### src/rtl/btn_conditioner.sv
// btn_conditioner: conditions four raw paddle buttons into move pulses.
// Each pin is synchronised and debounced. A per-button IDLE/HELD FSM then
// produces one pulse when the button is pressed and repeat pulses while it
// is held. If a player presses both directions, both of that player's
// outputs are suppressed.
module btn_conditioner #(
  parameter int DEBOUNCE_CYCLES = 250000,
  parameter int REPEAT_CYCLES   = 416667,
  parameter int ACTIVE_LOW      = 1
) (
  input  logic       clk,
  input  logic       rst,
  input  logic [3:0] btn_raw,
  output logic       ply1_up,
  output logic       ply1_down,
  output logic       ply2_up,
  output logic       ply2_down,
  output logic [3:0] btn_state
);

  localparam int DW = $clog2(DEBOUNCE_CYCLES + 1);
  localparam int RW = $clog2(REPEAT_CYCLES);
  localparam logic [DW-1:0] DCNT_LAST = DW'(DEBOUNCE_CYCLES - 1);
  localparam logic [RW-1:0] RCNT_LAST = RW'(REPEAT_CYCLES - 1);

  typedef enum logic {IDLE = 1'b0, HELD = 1'b1} rep_state_e;

  logic [3:0]    pressed_raw;
  logic [3:0]    sync1_q, sync1_d;
  logic [3:0]    sync2_q, sync2_d;
  logic [3:0]    stable_q, stable_d;
  logic [DW-1:0] dcnt_q [4];
  logic [DW-1:0] dcnt_d [4];
  rep_state_e    state_q [4];
  rep_state_e    state_d [4];
  logic [RW-1:0] rcnt_q [4];
  logic [RW-1:0] rcnt_d [4];
  logic [3:0]    pulse;
  logic [3:0]    out_q, out_d;

  // Normalise pin polarity so that 1 always means pressed
  always_comb begin
    pressed_raw = (ACTIVE_LOW != 0) ? ~btn_raw : btn_raw;
  end

  // Two-stage synchroniser feeding the debouncer
  always_comb begin
    sync1_d = pressed_raw;
    sync2_d = sync1_q;
  end

  // Accept a new level only after it has disagreed for DEBOUNCE_CYCLES straight clocks
  always_comb begin
    stable_d = stable_q;
    for (int i = 0; i < 4; i++) begin
      dcnt_d[i] = '0;
      if (sync2_q[i] != stable_q[i]) begin
        if (dcnt_q[i] == DCNT_LAST) begin
          stable_d[i] = sync2_q[i];
        end else begin
          dcnt_d[i] = dcnt_q[i] + DW'(1);
        end
      end
    end
  end

  // Synchroniser and debounce state registers
  always_ff @(posedge clk or posedge rst) begin
    if (rst) begin
      sync1_q  <= '0;
      sync2_q  <= '0;
      stable_q <= '0;
      for (int i = 0; i < 4; i++) begin
        dcnt_q[i] <= '0;
      end
    end else begin
      sync1_q  <= sync1_d;
      sync2_q  <= sync2_d;
      stable_q <= stable_d;
      for (int i = 0; i < 4; i++) begin
        dcnt_q[i] <= dcnt_d[i];
      end
    end
  end

  // Repeat FSM state and repeat-counter registers
  always_ff @(posedge clk or posedge rst) begin
    if (rst) begin
      for (int i = 0; i < 4; i++) begin
        state_q[i] <= IDLE;
        rcnt_q[i]  <= '0;
      end
    end else begin
      for (int i = 0; i < 4; i++) begin
        state_q[i] <= state_d[i];
        rcnt_q[i]  <= rcnt_d[i];
      end
    end
  end

  // Repeat FSM next state: release wins over the repeat terminal count
  always_comb begin
    for (int i = 0; i < 4; i++) begin
      state_d[i] = state_q[i];
      rcnt_d[i]  = rcnt_q[i];
      case (state_q[i])
        IDLE: begin
          if (stable_q[i]) begin
            state_d[i] = HELD;
            rcnt_d[i]  = '0;
          end
        end
        HELD: begin
          if (!stable_q[i]) begin
            state_d[i] = IDLE;
          end else if (rcnt_q[i] == RCNT_LAST) begin
            rcnt_d[i] = '0;
          end else begin
            rcnt_d[i] = rcnt_q[i] + RW'(1);
          end
        end
        default: begin
          state_d[i] = IDLE;
        end
      endcase
    end
  end

  // Repeat FSM output: pulse on the initial press and on every repeat terminal count
  always_comb begin
    for (int i = 0; i < 4; i++) begin
      pulse[i] = stable_q[i] && ((state_q[i] == IDLE) || (rcnt_q[i] == RCNT_LAST));
    end
  end

  // Suppress a direction while the same player's opposite button is held
  always_comb begin
    out_d[0] = pulse[0] & ~stable_q[1];
    out_d[1] = pulse[1] & ~stable_q[0];
    out_d[2] = pulse[2] & ~stable_q[3];
    out_d[3] = pulse[3] & ~stable_q[2];
  end

  // Output register, cleared at once by reset
  always_ff @(posedge clk or posedge rst) begin
    if (rst) begin
      out_q <= '0;
    end else begin
      out_q <= out_d;
    end
  end

  assign ply1_up   = out_q[0];
  assign ply1_down = out_q[1];
  assign ply2_up   = out_q[2];
  assign ply2_down = out_q[3];
  assign btn_state = stable_q;

endmodule

### config.mk
export PLATFORM = sky130hd
export DESIGN_NAME = btn_conditioner
export DESIGN_NICKNAME = d
export VERILOG_FILES = /design/src/rtl/btn_conditioner.sv
export SDC_FILE = /design/constraint.sdc
export NUM_CORES = 1
export LEC_CHECK = 0
export CORE_MARGIN = 3
export CORE_UTILIZATION = 50
export DETAILED_ROUTE_END_ITERATION = 8
export GPL_TIMING_DRIVEN = 0
export HOLD_SLACK_MARGIN = 0.05
export PLACE_DENSITY = 0.76
export SYNTH_ARGS = -nofsm -noshare
export SYNTH_HDL_FRONTEND = slang
export SYNTH_SLANG_ARGS = --single-unit
### constraint.sdc
create_clock -name clk -period 12.4 [get_ports clk]
set_input_delay 2.48 -clock clk [delete_from_list [all_inputs] [get_ports clk]]
set_output_delay 2.48 -clock clk [all_outputs]
set_load 0.01 [all_outputs]
# Word level (Yosys, flattened, before mapping)
# Index checks and enable logic that the tools add are counted.
# classes
eq_ne,20
n_reduce_logical,16
n_addsub,8
n_mux,28
bitwise_logic,13
# op_table
cell,n
$mux W19,12
$pmux W19 S2,4
$mux W18,8
$add A19 B1 Y19 const B,4
$eq A19 B19 Y1 const B,4
$add A18 B1 Y18 const B,4
$eq A18 B18 Y1 const B,4
$ne A2 B2 Y1 const B,8
$reduce_and A2 Y1,8
$not A1 Y1,8
$and A1 B1 Y1,4
$logic_and A1 B1 Y1,4
$logic_or A1 B1 Y1,4
$mux W1,4
$ne A1 B1 Y1,4
$not A4 Y4,1
# word_totals
out_inout_bits,8
regBits,168
in_bits,6
word_cells,104

# Longest topological paths before layout
# logic_depth
ltp_word,4
ltp_mapped,9
mapped_depth_nobuf,7

# Least setup slack after synthesis
# Ideal clock, no wire load.
# synth_path
kind,register to output
from,reg stable_q[3] (netlist: btn_state[3])
to,out btn_state[3]
n_path_buf,0
path_slack_ns,9.478
arrival_time_ns,0.442
path_stages_with_launch,1
t_required_ns,9.920
cell_sequence,dfrtp_1
# synth_rtl
element,line_no,rtl
from (decl),31,"logic [3:0] stable_q, stable_d;"
from (signal assigned),79,stable_q <= stable_d;
to (decl),18,output logic [3:0] btn_state
# No word-level cell between the ends.

# Worst setup path after layout
# layout_path
from,reg stable_q[3] (netlist: btn_state[3])
to,out btn_state[3]
# No word-level cell between the ends.

==> impl_metrics.py <==
metrics = {
    "outcome": {
        "status": "complete, no violations",
    },
    "worst_setup_path": {
        "timing.rr.start": "rcnt_q[57]",
        "endpoint": "btn_state[3]",
        "required_ns": 9.92,
        "slowest_stage": "clkdlybuf4s50_1",
        "crit_family": "buffers and inverters",
        "rr_endpoint": "rcnt_q[66]",
        "critPathMaxFanout": 8,
        "endpoint_kind": "output port",
        "crit_path_start_kind": "flip-flop",
        "path_cells": "clkdlybuf4s50_1",
        "cp.depth": 1,
        "cp-startpoint": "btn_state[3]",
        "arrival_ns": 1.51,
        "cp_num_buf_inv": 1,
        "reg2reg_slack_ns": 10.14,
        "max_stage_delay_ns": 0.59,
        "crit_type": "flip-flop to output port",
        "rr_worst_depth": 9,
    },
    "clock_network": {
        "cts_max_path_buffers": 2,
        "post-cts-setup-buffers": 0,
        "clk_latency_ns": 0.42,
        "path_clk_slew_ns": 0.06,
        "clkSinkCount": 168,
        "ctsResizeCount": 0,
        "cts-root-buf": "clkbuf_16",
        "hold_buffers": 0,
        "tritoncts": "done",
        "cts_made_buffers": 17,
        "htree_levels": 4,
    },
    "route": {
        "viasPerCell": 5.31,
        "route.detailed.wl_per_inst_um": 12.9,
        "ant_nets": 0,
        "vias": 5679,
        "dr.pass1.iters": 4,
        "drcViolationCount": 0,
        "drt-initial-drc-count": 296,
        "wirelength_um": 13800,
    },
    "global_route": {
        "grt_start_max_net_pins": 136,
        "grt_pass1_wl_um": 25300,
        "track_usage": 0.169,
        "gr-total-overflow": 0,
        "antenna_found_initial": 0,
        "grt_pass1_vias": 5619,
    },
    "synthesis": {
        "post-synth-top-area-fraction": 0.521,
        "synth.most_common_cell": "dfrtp_1",
        "ys_types": 40,
        "synth.cell_area_sq_um": 8060,
        "synth-edff-count": 0,
        "yosys-top-cells-count": "dfrtp_1 (168), nor2_1 (155), xor2_1 (69), nand3_1 (65), xnor2_1 (52)",
        "synth_top_flop_cell": "dfrtp_1",
        "async_reset_ff_frac": 1.00,
        "yosys_warnings": 0,
        "synth_fp_nets": 831,
        "synth_area_per_cell_sq_um": 9.92,
        "synth-seq-cells": 168,
        "yosys-top-cells-area": "dfrtp_1 (52%), xor2_1 (7.5%), nor2_1 (7.2%)",
        "seq_area_frac_synth": 0.521,
        "synth_largest_area_cell": "dfrtp_1",
        "postSynthCellCount": 813,
    },
    "sta": {
        "tightest_slew_ns": 0.740,
        "setup_viol": 0,
        "fin_crit_ns": 3.99,
        "slew_headroom": 0.502,
        "setup_tns_ns": 0,
        "skew_ns": 0.00672,
        "finalHoldViolCount": 0,
        "fmax_ghz": 0.251,
        "post-route-period-util": 0.322,
        "maxSlewViolCount": 0,
        "rsz0062_at_grt": "no",
    },
    "floorplan": {
        "num_rows": 45,
        "die_w_um": 133,
        "dieArea_sq_um": 17700,
        "io_pins": 14,
        "core-area_sq_um": 15500,
        "fp.dieH_um": 133,
        "start_util": 0.521,
    },
    "power_and_ir_drop": {
        "p_sw_mw": 0.223,
        "p_int_mw": 0.886,
        "swShare": 0.201,
        "p_leak_nw": 4.05,
        "p_seq_frac": 0.501,
        "ir_drop_v": 0.000102,
        "combPwrFrac": 0.022,
        "power.share.clock": 0.477,
        "p_per_area_nw_per_um2": 122,
    },
    "placed_design": {
        "hpwl_um": 9200,
        "portBuffers": 13,
        "globalplace.congestion": 0.809,
    },
    "layout": {
        "syn_to_final_growth_pct": 12.7,
        "n_antenna_cell": 0,
        "nets": 864,
        "drive_gt1_frac": 0.0675,
        "fillers": 1302,
        "utilization": 0.587,
    },
    "job": {
        "max-cap-violations": 0,
    },
    "min_path": {
        "hold_class": "flip-flop to flip-flop",
    },
}
==> how the worst min path moves through the flow <==
stage	from	to	slack, ns	cells after the start
2_1_floorplan	sync1_q[0]	sync2_q[0]	0.33	0
3_3_place_gp	sync1_q[1]	sync2_q[1]	0.33	0
3_5_place_dp	sync1_q[1]	sync2_q[1]	0.34	0
4_1_cts	sync1_q[1]	sync2_q[1]	0.35	0
5_1_grt	sync1_q[3]	sync2_q[3]	0.35	0
6_report	sync1_q[1]	sync2_q[1]	0.35	0
==> layer usage <==
metal | track usage | wire (um)
met2 | 0.263 | 6490
met4 | 0.0716 | 252
met5 | 0 | 0
met3 | 0.0369 | 301
met1 | 0.231 | 6750
==> power groups by stage <==
| stage | Sequential (mW) | Clock (mW) | Combinational (mW) |
|---|---|---|---|
| 3_5_place_dp | 0.566 | 0 | 0.0258 |
| 3_3_place_gp | 0.566 | 0 | 0.0242 |
| 4_1_cts | 0.556 | 0.541 | 0.0259 |
| 6_report | 0.556 | 0.529 | 0.0246 |
| 2_1_floorplan | 0.565 | 0 | 0.0177 |
| 5_1_grt | 0.556 | 0.567 | 0.0294 |
==> metrics by stage <==
| step | area (sq um) | setup slack [ns] | hold WS (ns) | total power, mW | cells |
|---|---|---|---|---|---|
| 5_1_grt | 9080 | 8.34 | 0.355 | 1.15 | 1070 |
| 3_5_place_dp | 8490 | 8.60 | 0.336 | 0.592 | 1038 |
| 4_1_cts | 9080 | 8.38 | 0.350 | 1.12 | 1070 |
| 3_3_place_gp | 8460 | 3.19 | 0.332 | 0.590 | 1037 |
| 2_1_floorplan | 8060 | 5.37 | 0.331 | 0.583 | 813 |
| 6_report | 9080 | 8.41 | 0.348 | 1.11 | 1070 |
==> cell families (layout without fill, tap and decap cells) <==
logic type               Yosys count  in the layout  share of synthesized area
flip-flops                       168            168                      0.521
AO/OA/AOI/OAI                     37             37                     0.0310
multiplexers                      11             11                     0.0149
AND/OR/NAND/NOR                  414            414                      0.255
XOR/XNOR                         121            121                      0.131
adder cells (fa/ha/maj)           12             12                     0.0186
buffers and inverters             50             96                     0.0278
==> flip-flops by register name (all words and copies together), names as in the netlist <==
register and flops:
sync1_q 4, rcnt_q 76, out_q 4, state_q 4, sync2_q 4, dcnt_q 72, btn_state 4
==> placed cells by master, fill, tap and decap left out, drive strengths merged, types with 4 or more instances in the layout <==
master / netlist / layout
or2: 4 / 4
clkdlybuf4s50: 0 / 13
a21o: 7 / 7
xor2: 69 / 69
nor2b: 8 / 8
and3: 23 / 23
dfrtp: 168 / 168
clkbuf: 9 / 33
nand3: 65 / 65
nand4: 40 / 40
and4: 7 / 7
nor2: 155 / 155
ha: 12 / 12
nor3: 17 / 17
and4b: 4 / 4
nand2: 44 / 44
mux2: 8 / 8
o21ai: 16 / 16
buf: 14 / 15
xnor2: 52 / 52
inv: 27 / 27
nor4: 19 / 19
and2: 12 / 12
nor4b: 4 / 4
==> layout make-up <==
class / count / area, sq um / area share
clock buffer: 24 / 472 / 0.0519
tap: 211 / 264 / 0.0291
buffer: 23 / 123 / 0.0135
clock inverter: 8 / 120 / 0.0132
inverter: 27 / 109 / 0.0120
multi-input combinational: 595 / 3630 / 0.400
sequential: 168 / 4200 / 0.463
timing repair buffer: 14 / 158 / 0.0174
Power figures use the tool's default switching activity.
